## src/rtl/fetch_stage_pkg.sv

```systemverilog
// Shared types for the fetch stage and the pipeline latches that reuse fd_latch.
// Latency: n/a (types and constants only).
// Backpressure: n/a.
package fetch_stage_pkg;

    // Fetch FSM: BOOT for one cycle after reset, RUN when idle, WAIT with a request outstanding.
    typedef enum logic [1:0] {
        BOOT = 2'd0,
        RUN  = 2'd1,
        WAIT = 2'd2
    } fetch_state_t;

    // Contents of the fetch/decode pipeline register.
    typedef struct packed {
        logic        valid;
        logic [31:0] insn;
        logic [31:0] pc;
    } fd_t;

    // PC increment for a normal sequential fetch.
    localparam logic [31:0] PC_STEP_ONE = 32'd1;

endpackage

```

## src/rtl/fetch_stage_fd_latch.sv

```systemverilog
// fd_latch: generic pipeline register with load, clear (to empty/NOP) and hold.
// Latency: 1 cycle from load to q.
// Backpressure: holds whenever neither load nor clear is asserted; clear wins over load.
module fd_latch
    import fetch_stage_pkg::*;
#(
    parameter logic [31:0] NOP_INSN = 32'h0000_0000
) (
    input  logic clock,
    input  logic reset,
    input  logic load,
    input  logic clear,
    input  fd_t  d,
    output fd_t  q
);

    // Register update: reset empties everything, clear empties the slot but keeps the last pc.
    always_ff @(posedge clock) begin
        if (reset) begin
            q.valid <= 1'b0;
            q.insn  <= NOP_INSN;
            q.pc    <= 32'd0;
        end else if (clear) begin
            q.valid <= 1'b0;
            q.insn  <= NOP_INSN;
        end else if (load) begin
            q <= d;
        end
    end

endmodule

```

## src/rtl/fetch_stage.sv

```systemverilog
// fetch_stage: fetches the instruction at pc_in from imem into the F/D register and returns the PC step.
// Latency: 1 cycle pc_in -> fd_* with zero-wait imem; 1 bubble on redirect. Optional FETCH_PERF_EN adds counters.
// Backpressure: dec_stall with a live F/D drops imem_req and forces pc_step to 0; imem wait also gives step 0.
module fetch_stage
    import fetch_stage_pkg::*;
#(
    parameter int          IMEM_AW  = 12,
    parameter logic [31:0] NOP_INSN = 32'h0000_0000
) (
    input  logic               clock,
    input  logic               reset,
    input  logic [31:0]        pc_in,
    output logic [31:0]        pc_step,
    output logic               imem_req,
    output logic [IMEM_AW-1:0] imem_addr,
    input  logic               imem_ready,
    input  logic [31:0]        imem_data,
    input  logic               dec_stall,
    input  logic               redirect_en,
    input  logic [31:0]        redirect_target,
    output logic               fd_valid,
    output logic [31:0]        fd_insn,
    output logic [31:0]        fd_pc
`ifdef FETCH_PERF_EN
    ,
    output logic [31:0]        perf_fetched,
    output logic [31:0]        perf_stall
`endif
);

    fetch_state_t state_q;
    fetch_state_t state_d;
    fd_t          fd_q;
    fd_t          fd_d;
    logic         space;
    logic         accept;
    logic         fd_load;
    logic         fd_clear;

    assign fd_valid  = fd_q.valid;
    assign fd_insn   = fd_q.insn;
    assign fd_pc     = fd_q.pc;
    assign imem_addr = pc_in[IMEM_AW-1:0];

    // Handshake: a request is only made when F/D can take the result and no redirect is pending.
    always_comb begin
        space    = !fd_q.valid || !dec_stall;
        imem_req = (state_q != BOOT) && space && !redirect_en;
        accept   = imem_req && imem_ready;
    end

    // PC step: redirect is a relative jump so the always-enabled PC lands on the target.
    always_comb begin
        pc_step = 32'd0;
        if (redirect_en) begin
            pc_step = redirect_target - pc_in;
        end else if (accept) begin
            pc_step = PC_STEP_ONE;
        end
    end

    // FSM state register.
    always_ff @(posedge clock) begin
        if (reset) begin
            state_q <= BOOT;
        end else begin
            state_q <= state_d;
        end
    end

    // FSM next state: WAIT only while a request is still being made and not yet answered.
    always_comb begin
        state_d = state_q;
        case (state_q)
            BOOT: state_d = RUN;
            RUN: begin
                if (imem_req && !imem_ready) begin
                    state_d = WAIT;
                end
            end
            WAIT: begin
                if (accept || redirect_en || !imem_req) begin
                    state_d = RUN;
                end
            end
            default: state_d = BOOT;
        endcase
    end

    // F/D controls: flush on redirect, empty when decode drains it with nothing new arriving.
    always_comb begin
        fd_d.valid = 1'b1;
        fd_d.insn  = imem_data;
        fd_d.pc    = pc_in;
        fd_load    = accept;
        fd_clear   = redirect_en || (fd_q.valid && !dec_stall && !accept);
    end

    fd_latch #(
        .NOP_INSN (NOP_INSN)
    ) u_fd_latch (
        .clock (clock),
        .reset (reset),
        .load  (fd_load),
        .clear (fd_clear),
        .d     (fd_d),
        .q     (fd_q)
    );

`ifdef FETCH_PERF_EN
    // Performance counters: accepted fetches and non-BOOT cycles that neither fetched nor redirected.
    always_ff @(posedge clock) begin
        if (reset) begin
            perf_fetched <= 32'd0;
            perf_stall   <= 32'd0;
        end else begin
            if (accept) begin
                perf_fetched <= perf_fetched + 32'd1;
            end
            if ((state_q != BOOT) && !accept && !redirect_en) begin
                perf_stall <= perf_stall + 32'd1;
            end
        end
    end
`else
    // Counters are not built in this configuration.
`endif

endmodule
```

## config.mk

```make
export PLATFORM = sky130hd
export DESIGN_NAME = fetch_stage
export DESIGN_NICKNAME = d
export VERILOG_FILES = /design/src/rtl/fetch_stage_pkg.sv /design/src/rtl/fetch_stage_fd_latch.sv /design/src/rtl/fetch_stage.sv
export SDC_FILE = /design/constraint.sdc
export NUM_CORES = 1
export LEC_CHECK = 0
export CAP_MARGIN = 20
export CORE_UTILIZATION = 45
export DETAILED_ROUTE_END_ITERATION = 12
export PLACE_DENSITY_LB_ADDON = 0.15
export SLEW_MARGIN = 20
export SYNTH_ARGS = -nofsm -noshare
export SYNTH_HDL_FRONTEND = slang
export SYNTH_SLANG_ARGS = --single-unit
```

## constraint.sdc

```tcl
create_clock -name clock -period 8.6 [get_ports clock]
set_clock_uncertainty 0.1 [all_clocks]
set_input_delay 1.72 -clock clock [delete_from_list [all_inputs] [get_ports clock]]
set_output_delay 1.72 -clock clock [all_outputs]
set_load 0.01 [all_outputs]
```

Word-level counts from Yosys, hierarchy flattened
Cells that the tools add are included.

operators by class
  $add $sub $neg = 1
  equality and inequality tests = 4
  mux-type cells = 5
  bitwise gates (word level) = 1
  reduce and logical (&&, ||, !) cells = 21

operator list
  operator              number
  $mux W32              1
  $sub A32 B32 Y32      1
  $logic_and A1 B1 Y1   6
  $logic_not A1 Y1      6
  $pmux W2 S3           1
  $logic_or A1 B1 Y1    4
  $mux W2               2
  $ne A2 B2 Y1 const B  2
  $reduce_and A2 Y1     2
  $eq A2 B1 Y1 const B  1
  $eq A2 B2 Y1 const B  1
  $logic_not A2 Y1      1
  $reduce_bool A2 Y1    1
  $reduce_or A2 Y1      1
  $mux W1               1
  $not A1 Y1            1

storage, ports and cells
  register bits = 67
  input bits = 101
  output and inout bits = 110
  logic and storage cells = 36

Longest topological paths before layout
Gate-level depths: netlist (run 1).

  word-level depth = 10
  depth in mapped cells = 10
  gate-level depth less buffers = 10

Modules after synthesis
A second synthesis (run 1) with hierarchy kept.

unflattened totals
  cells, all modules = 612
  area total of the unflattened synthesis = 4987.3 um^2

modules (own cells, without submodules)
  module       instances  cells an instance  area each (um^2)
  fd_latch     1          253                2683.8
  fetch_stage  1          359                2303.5

Worst setup path after synthesis (run 1)
No wires, ideal clock.

  path kind = input to output
  start = input redirect_target[0]
  end = output pc_step[30]
  arrival = 3.627 ns
  required time = 6.780 ns
  slack = 3.153 ns
  stages = 10
  path buffers = 0
  cells stage by stage = inv_1 > ha_1 > fa_1 > nor2b_1 > o31a_1 > o31ai_2 > a2111o_1 > a21oi_2 > a31oi_1 > mux2i_1

between the ends
  cells in the longest elaborated chain, start to end = 2

ends and longest elaborated chain
  item                line               source
  start: declaration  fetch_stage.sv:20  input logic [31:0] redirect_target,
  $sub A32 B32 Y32    fetch_stage.sv:56  pc_step = redirect_target - pc_in;
  $mux W32            fetch_stage.sv:55  if (redirect_en) begin
  end: declaration    fetch_stage.sv:13  output logic [31:0] pc_step,

Every way passes these cells.

Worst setup path after layout (run 1)
  start = input pc_in[1]
  end = output pc_step[31]

between the ends
  cells in the longest elaborated chain, start to end = 2

ends and longest elaborated chain
  item                line               source
  start: declaration  fetch_stage.sv:12  input logic [31:0] pc_in,
  $sub A32 B32 Y32    fetch_stage.sv:56
  $mux W32            fetch_stage.sv:55

Every way passes these cells.

==> results.yml, run 1 <==
worst_setup_path:
  critical_path_class: "in2out"
  cp_top_family: "buffers and inverters"
  timing.critical_path.mode_cell: "sky130_fd_sc_hd__clkdlybuf4s50_1"
  maximum_fanout_along_the_worst_path: 5
  timing.critical_path.cells: "clkdlybuf4s50_1 > inv_1 > ha_1 > nor2b_1 > o31a_1 > o31a_4 > a22oi_1 > or4_1 > a31oi_1 > mux2i_1 > clkdlybuf4s50_1"
  cp.depth: 11
  max_stage_delay_ps: 580
  worst-endpoint-arrival_ps: 4970
  cp.buffers_inverters: 3
  worst-r2r-cell-count: 6
  cp_data_required_time_ps: 6780
  worst_setup_ep_type: "primary output"
  worstSetupStartpointType: "input port"
  cpMaxStageDelayCell: "sky130_fd_sc_hd__clkdlybuf4s50_1"
min_path:
  worstHoldPathType: "reg2reg"
  min_delay_path_depth: 2
place:
  detailed_place_hpwl_um: 10400
  detailed_place.area_um2: 6580
  io_buffers: 210
  gp_routability_congestion: 0.897
route:
  drc_errors: 0
  detailedRoute.firstPassIterationCount: 4
  detail_route.wl_per_cell_um: 14.6
  drt-total-wl_um: 13700
  drt-vias-per-instance: 5.23
  final_antenna_net_count: 0
  route.vias.total: 4922
  drt-initial-drc-count: 182
logic_synthesis:
  synthCells: 628
  ys_ff_latch: 67
  synth_enable_flop_cells: 0
  syn_area_per_cell_um2: 7.20
  synthTopCellsByArea: "sky130_fd_sc_hd__dfxtp_1 (30%), sky130_fd_sc_hd__nand2_1 (13%), sky130_fd_sc_hd__a21oi_1 (10%)"
  net_count_after_synthesis: 762
  warnings_from_yosys: 0
  synth.yosys.seq_area_share_pct: 29.6
  post_synth_num_cell_types: 60
  asyncSetResetFlopFracSynth_pct: 0
  synth_top_area_share_pct: 29.6
  post-synth-top-area-cell: "sky130_fd_sc_hd__dfxtp_1"
  synth_area_um2: 4520
  yosys_most_used_dff: "sky130_fd_sc_hd__dfxtp_1"
floorplan:
  row_count: 36
  effective_utilization_at_floorplan_pct: 46.3
  die_width_um: 102
  die_h_um: 102
  dieArea_um2: 10500
  fp.coreArea_um2: 9770
  ios: 211
sta:
  clock.fmax_mhz: 147
  finalHoldViolCount: 0
  unrepaired_setup_endpoints_after_global_routing: "no"
  final.period_utilization_pct: 78.9
  max_slew.worst_pin.slew_ps: 771
  final-setup-viol-count: 0
  max_slew_margin_pct: 48.5
  maxSlewViolCount: 0
  sum_of_negative_setup_slack_ps: 0
  period_minus_slack_ps: 6790
grt:
  global_route_wire_length_before_repair_um: 21600
  number_of_antenna_violations_at_the_first_check_in_global_routing: 0
  groute.usage.overall_pct: 26.4
  grt_max_degree: 66
  via_count_of_the_first_global_routing_pass: 4650
  global_route_congestion_overflow_total: 0
clock_network:
  cts_made_buffers: 9
  path_clk_slew_ps: 70
  cts.repair.resized: 0
  worst_skew_pair.late_latency_ps: 350
  cts.sinks: 67
  root_buffer: "sky130_fd_sc_hd__clkbuf_8"
  postCtsSetupBuffers: 0
  h-tree-depth: 3
  post_cts_hold_buffer_count: 0
  clock_tree_from_tritoncts: "done"
  cts.path.max_buffers: 2
finish:
  post-route-cell-area_um2: 6790
  drive_gt1_share_pct: 4.21
  area_delta_synth_final_pct: 50.1
  fillCellCount: 885
  nNetsFinal: 937
  number_of_antenna_cells_inserted: 0
  postLayoutCoreUtil_pct: 69.5
outcome:
  outcome: "completed"
pwr:
  total_leakage_power_nw: 2.66
  powerDensity_nw_per_um2: 137
  worst_ir_drop_vdd_v: 0.0000921
job:
  timing.max_cap.violations: 0
[path summary, 6_finish.rpt]
kind	slack [ps]	to	from
worst max-delay path	1810	pc_step[31]	pc_in[1]
worst min-delay path	350	u_fd_latch.q[62]	u_fd_latch.q[62]
worst max register to register	6140	u_fd_latch.q[55]	state_q[0]
worst min register to register	350	u_fd_latch.q[62]	u_fd_latch.q[62]
[logic make-up after synthesis]
kind of cell / Yosys count / synth area share, %
flip-flops: 67 / 29.6
XOR/XNOR: 13 / 2.52
multiplexers: 8 / 1.77
buffers and inverters: 89 / 8.77
adder cells (fa/ha/maj): 33 / 9.29
AO/OA/AOI/OAI: 178 / 25.5
AND/OR/NAND/NOR: 240 / 22.5
[power by group]
part	internal (mW)	switching [mW]	leakage, nW	total [mW]
clock	0.164	0.134	0.106	0.298
combinational	0.159	0.151	2.01	0.310
sequential	0.318	0.00402	0.543	0.322
[cell usage after synthesis (all sizes together) (2+ instances only)]
master	count
mux2i	8
nor3	9
o211ai	3
nor2	32
o21ai	20
nand3	6
a21o	15
a41o	2
o2111ai	2
nor2b	4
o21a	8
a21boi	3
clkbuf	26
nand2	161
nand2b	9
o221ai	2
a41oi	3
and2	4
buf	23
a21oi	93
dfxtp	67
a2111oi	2
nand4	6
xor2	8
nor3b	3
inv	39
a211oi	6
o31a	4
xnor2	5
or2	2
ha	32
a31oi	4
[per-layer routing]
layer  vias up  share of wire, %  track usage (%)
li1       2474                 -                -
met1      2255                41             30.7
met2       177                49             45.7
met3        16               8.3             8.55
met4         0               1.6             8.90
met5         -                 0                0
[layout make-up]
type	count	area [µm²]	share of cell area, %
inverter	40	150	2.21
clock inverter	6	90.1	1.33
tap	133	166	2.45
sequential	67	1340	19.7
timing repair buffer	213	2120	31.3
clock buffer	10	128	1.88
multi-input combinational	472	2790	41.1
[registers in the layout (all words and copies together) (netlist names)]
signal        cells
state_q           2
u_fd_latch.q     65
[stage by stage]
step                      hold WS, ps  instances  setup slack (ps)  power, mW
after floorplan                   381        628              3150      0.501
after global placement            341        925              1920      0.633
after detailed placement          346        925              1830      0.638
after CTS                         356        941              1800      0.938
after global routing              375        941              1580      0.979
final                             353        941              1810      0.930
[tightest hold or removal path: stages (launching register included)]
cell	delay (ps)
sky130_fd_sc_hd__dfxtp_1	310
sky130_fd_sc_hd__nand2_1	50
sky130_fd_sc_hd__a21oi_1	50
[layout by cell type, fill, tap and decap left out, types with 5 or more instances in the layout]
master	netlist	routed
sky130_fd_sc_hd__clkdlybuf4s50_1	0	210
sky130_fd_sc_hd__nand2_1	161	160
sky130_fd_sc_hd__a21oi_1	91	91
sky130_fd_sc_hd__dfxtp_1	67	67
sky130_fd_sc_hd__inv_1	39	39
sky130_fd_sc_hd__nor2_1	32	32
sky130_fd_sc_hd__ha_1	32	32
sky130_fd_sc_hd__o21ai_0	16	16
sky130_fd_sc_hd__a21o_1	15	15
sky130_fd_sc_hd__nand2b_1	9	9
sky130_fd_sc_hd__nor3_1	9	9
sky130_fd_sc_hd__clkbuf_8	0	9
sky130_fd_sc_hd__o21a_1	8	8
sky130_fd_sc_hd__mux2i_1	8	8
sky130_fd_sc_hd__xor2_1	8	8
sky130_fd_sc_hd__nand4_1	6	6
sky130_fd_sc_hd__a211oi_1	6	6
sky130_fd_sc_hd__nand3_1	5	5
sky130_fd_sc_hd__xnor2_1	5	5
No activity file was read; power rests on OpenSTA's default activity.
==> run 2, diff against run 1 <==
- CORE_UTILIZATION: 45 -> 42
- clock period: 8.6 -> 6.92 ns (I/O delays scaled with it)
==> results.yml, run 2 (synthesis results as in run 1) <==
outcome:
  outcome: "completed"
sta:
  maxSlewViolCount: 0
  sum_of_negative_setup_slack_ps: 0
  final-setup-viol-count: 0
  unrepaired_setup_endpoints_after_global_routing: "no"
  final.period_utilization_pct: 88.4
  finalWorstSetupSlack_ps: 800
  finalHoldViolCount: 0
  period_minus_slack_ps: 6120
  max_slew_margin_pct: 47.6
  clock.fmax_mhz: 163
  max_slew.worst_pin.slew_ps: 781
worst_setup_path:
  timing.critical_path.mode_cell: "sky130_fd_sc_hd__clkdlybuf4s50_1"
  cp.buffers_inverters: 2
  worst_setup_ep_type: "primary output"
  worstSetupStartpointType: "input port"
  critical_path_class: "in2out"
  cpMaxStageDelayCell: "sky130_fd_sc_hd__clkdlybuf4s50_1"
  worst-endpoint-arrival_ps: 4640
  cp_top_family: "compound AO/OA/AOI/OAI gates"
  cp_data_required_time_ps: 5440
  max_stage_delay_ps: 590
  cp.depth: 11
  timing.critical_path.cells: "clkdlybuf4s50_1 > ha_1 > fa_1 > nor2b_1 > o31a_1 > o31ai_2 > a21oi_1 > a31oi_1 > o21ai_1 > mux2i_1 > clkdlybuf4s50_1"
  worst-r2r-cell-count: 6
  maximum_fanout_along_the_worst_path: 4
route:
  final_antenna_net_count: 0
  route.vias.total: 4943
  drc_errors: 0
  detailedRoute.firstPassIterationCount: 4
  detail_route.wl_per_cell_um: 14.4
  drt-vias-per-instance: 5.24
  drt-total-wl_um: 13600
  drt-initial-drc-count: 198
clock_network:
  worst_skew_pair.late_latency_ps: 350
  cts.path.max_buffers: 2
  postCtsSetupBuffers: 0
  h-tree-depth: 3
  path_clk_slew_ps: 90
  cts.repair.resized: 0
  clock_tree_from_tritoncts: "done"
  cts.sinks: 67
  cts_made_buffers: 9
  root_buffer: "sky130_fd_sc_hd__clkbuf_8"
  post_cts_hold_buffer_count: 0
min_path:
  worstHoldPathType: "reg2reg"
  min_delay_path_depth: 2
place:
  io_buffers: 210
  detailed_place_hpwl_um: 10100
  dpl_worst_slack_ps: 874
  placed_instances: 928
  gp_routability_congestion: 0.839
grt:
  groute.usage.overall_pct: 24.0
  via_count_of_the_first_global_routing_pass: 4696
  global_route_congestion_overflow_total: 0
  number_of_antenna_violations_at_the_first_check_in_global_routing: 0
  grt_max_degree: 66
  global_route_wire_length_before_repair_um: 21800
finish:
  reg.largest.list: "u_fd_latch.q x65, state_q x2"
  drive_gt1_share_pct: 4.33
  number_of_flip_flops_under_the_largest_register_name: 65
  final-instance-count-excl-fill: 944
  fillCellCount: 940
  area_delta_synth_final_pct: 50.4
  mostFrequentLayoutCells: "sky130_fd_sc_hd__clkdlybuf4s50_1 (210), sky130_fd_sc_hd__nand2_1 (160), sky130_fd_sc_hd__a21oi_1 (91)"
  top_register: "u_fd_latch.q"
  nNetsFinal: 937
  layout.cells.most_common: "sky130_fd_sc_hd__clkdlybuf4s50_1"
  number_of_antenna_cells_inserted: 0
floorplan:
  fp.coreArea_um2: 10400
  row_count: 37
  die_h_um: 106
  die_width_um: 106
  effective_utilization_at_floorplan_pct: 43.6
  dieArea_um2: 11200
  ios: 211
job:
  timing.max_cap.violations: 0
pwr:
  internal_power_uw: 799
  total_leakage_power_nw: 2.67
  p_sw_share_pct: 31.5
  powerDensity_nw_per_um2: 171
  power.share.clock_pct: 32.7
  pwr-share-seq_pct: 34.3
  worst_ir_drop_vdd_v: 0.000129
  netSwitchingPower_uw: 367
  post_route_total_power_mw: 1.17
  comb_power_share_pct: 33.0
-- run 2: cell types whose count changed in the layout (fill, tap and decap cells not counted), sizes merged --
cell	previous run	this run
clkbuf	10	9
inv	39	41
clkinvlp	1	0
-- run 2: worst min-delay path, stage by stage (launching register included) --
cell,delay (ps)
sky130_fd_sc_hd__dfxtp_1,320
sky130_fd_sc_hd__nand2_1,50
sky130_fd_sc_hd__a21oi_1,50
-- run 2: path summary, 6_finish.rpt --
kind                                       start          endpoint  slack, ps
worst max register to register        state_q[1]  u_fd_latch.q[41]       4420
worst max-delay path                    pc_in[0]       pc_step[28]        800
worst min register to register  u_fd_latch.q[11]  u_fd_latch.q[11]        360
worst min-delay path            u_fd_latch.q[11]  u_fd_latch.q[11]        360
-- run 2: cell type report --
cell class | count | area [µm²] | area share (%)
clock buffer | 9 | 124 | 1.82
clock inverter | 7 | 100 | 1.47
inverter | 40 | 150 | 2.21
multi-input combinational | 472 | 2790 | 41.1
sequential | 67 | 1340 | 19.7
tap | 136 | 170 | 2.50
timing repair buffer | 213 | 2120 | 31.2
-- run 2: stage by stage --
stage	utilization, %	cell area [µm²]	hold WS (ps)
floorplan	-	4520	381
global placement	63.4	6580	341
detailed placement	63.4	6580	346
CTS	65.6	6800	358
global route	65.6	6800	376
finish	65.6	6800	356
-- run 2: power by group through the flow --
stage                     combinational [mW]  sequential, mW  clock [mW]
after global placement                 0.379           0.409           0
final                                  0.385           0.400       0.381
after CTS                              0.385           0.400       0.386
after floorplan                        0.209           0.414           0
after global routing                   0.420           0.401       0.404
after detailed placement               0.383           0.409           0
-- run 2: routing by layer --
layer  up-vias  GRT usage [%]  routed length (µm)
met5         -              0                   0
met4         0           7.84                 210
li1       2475              -                   -
met3        15           8.78                1160
met1      2272           27.5                5650
met2       181           41.3                6590
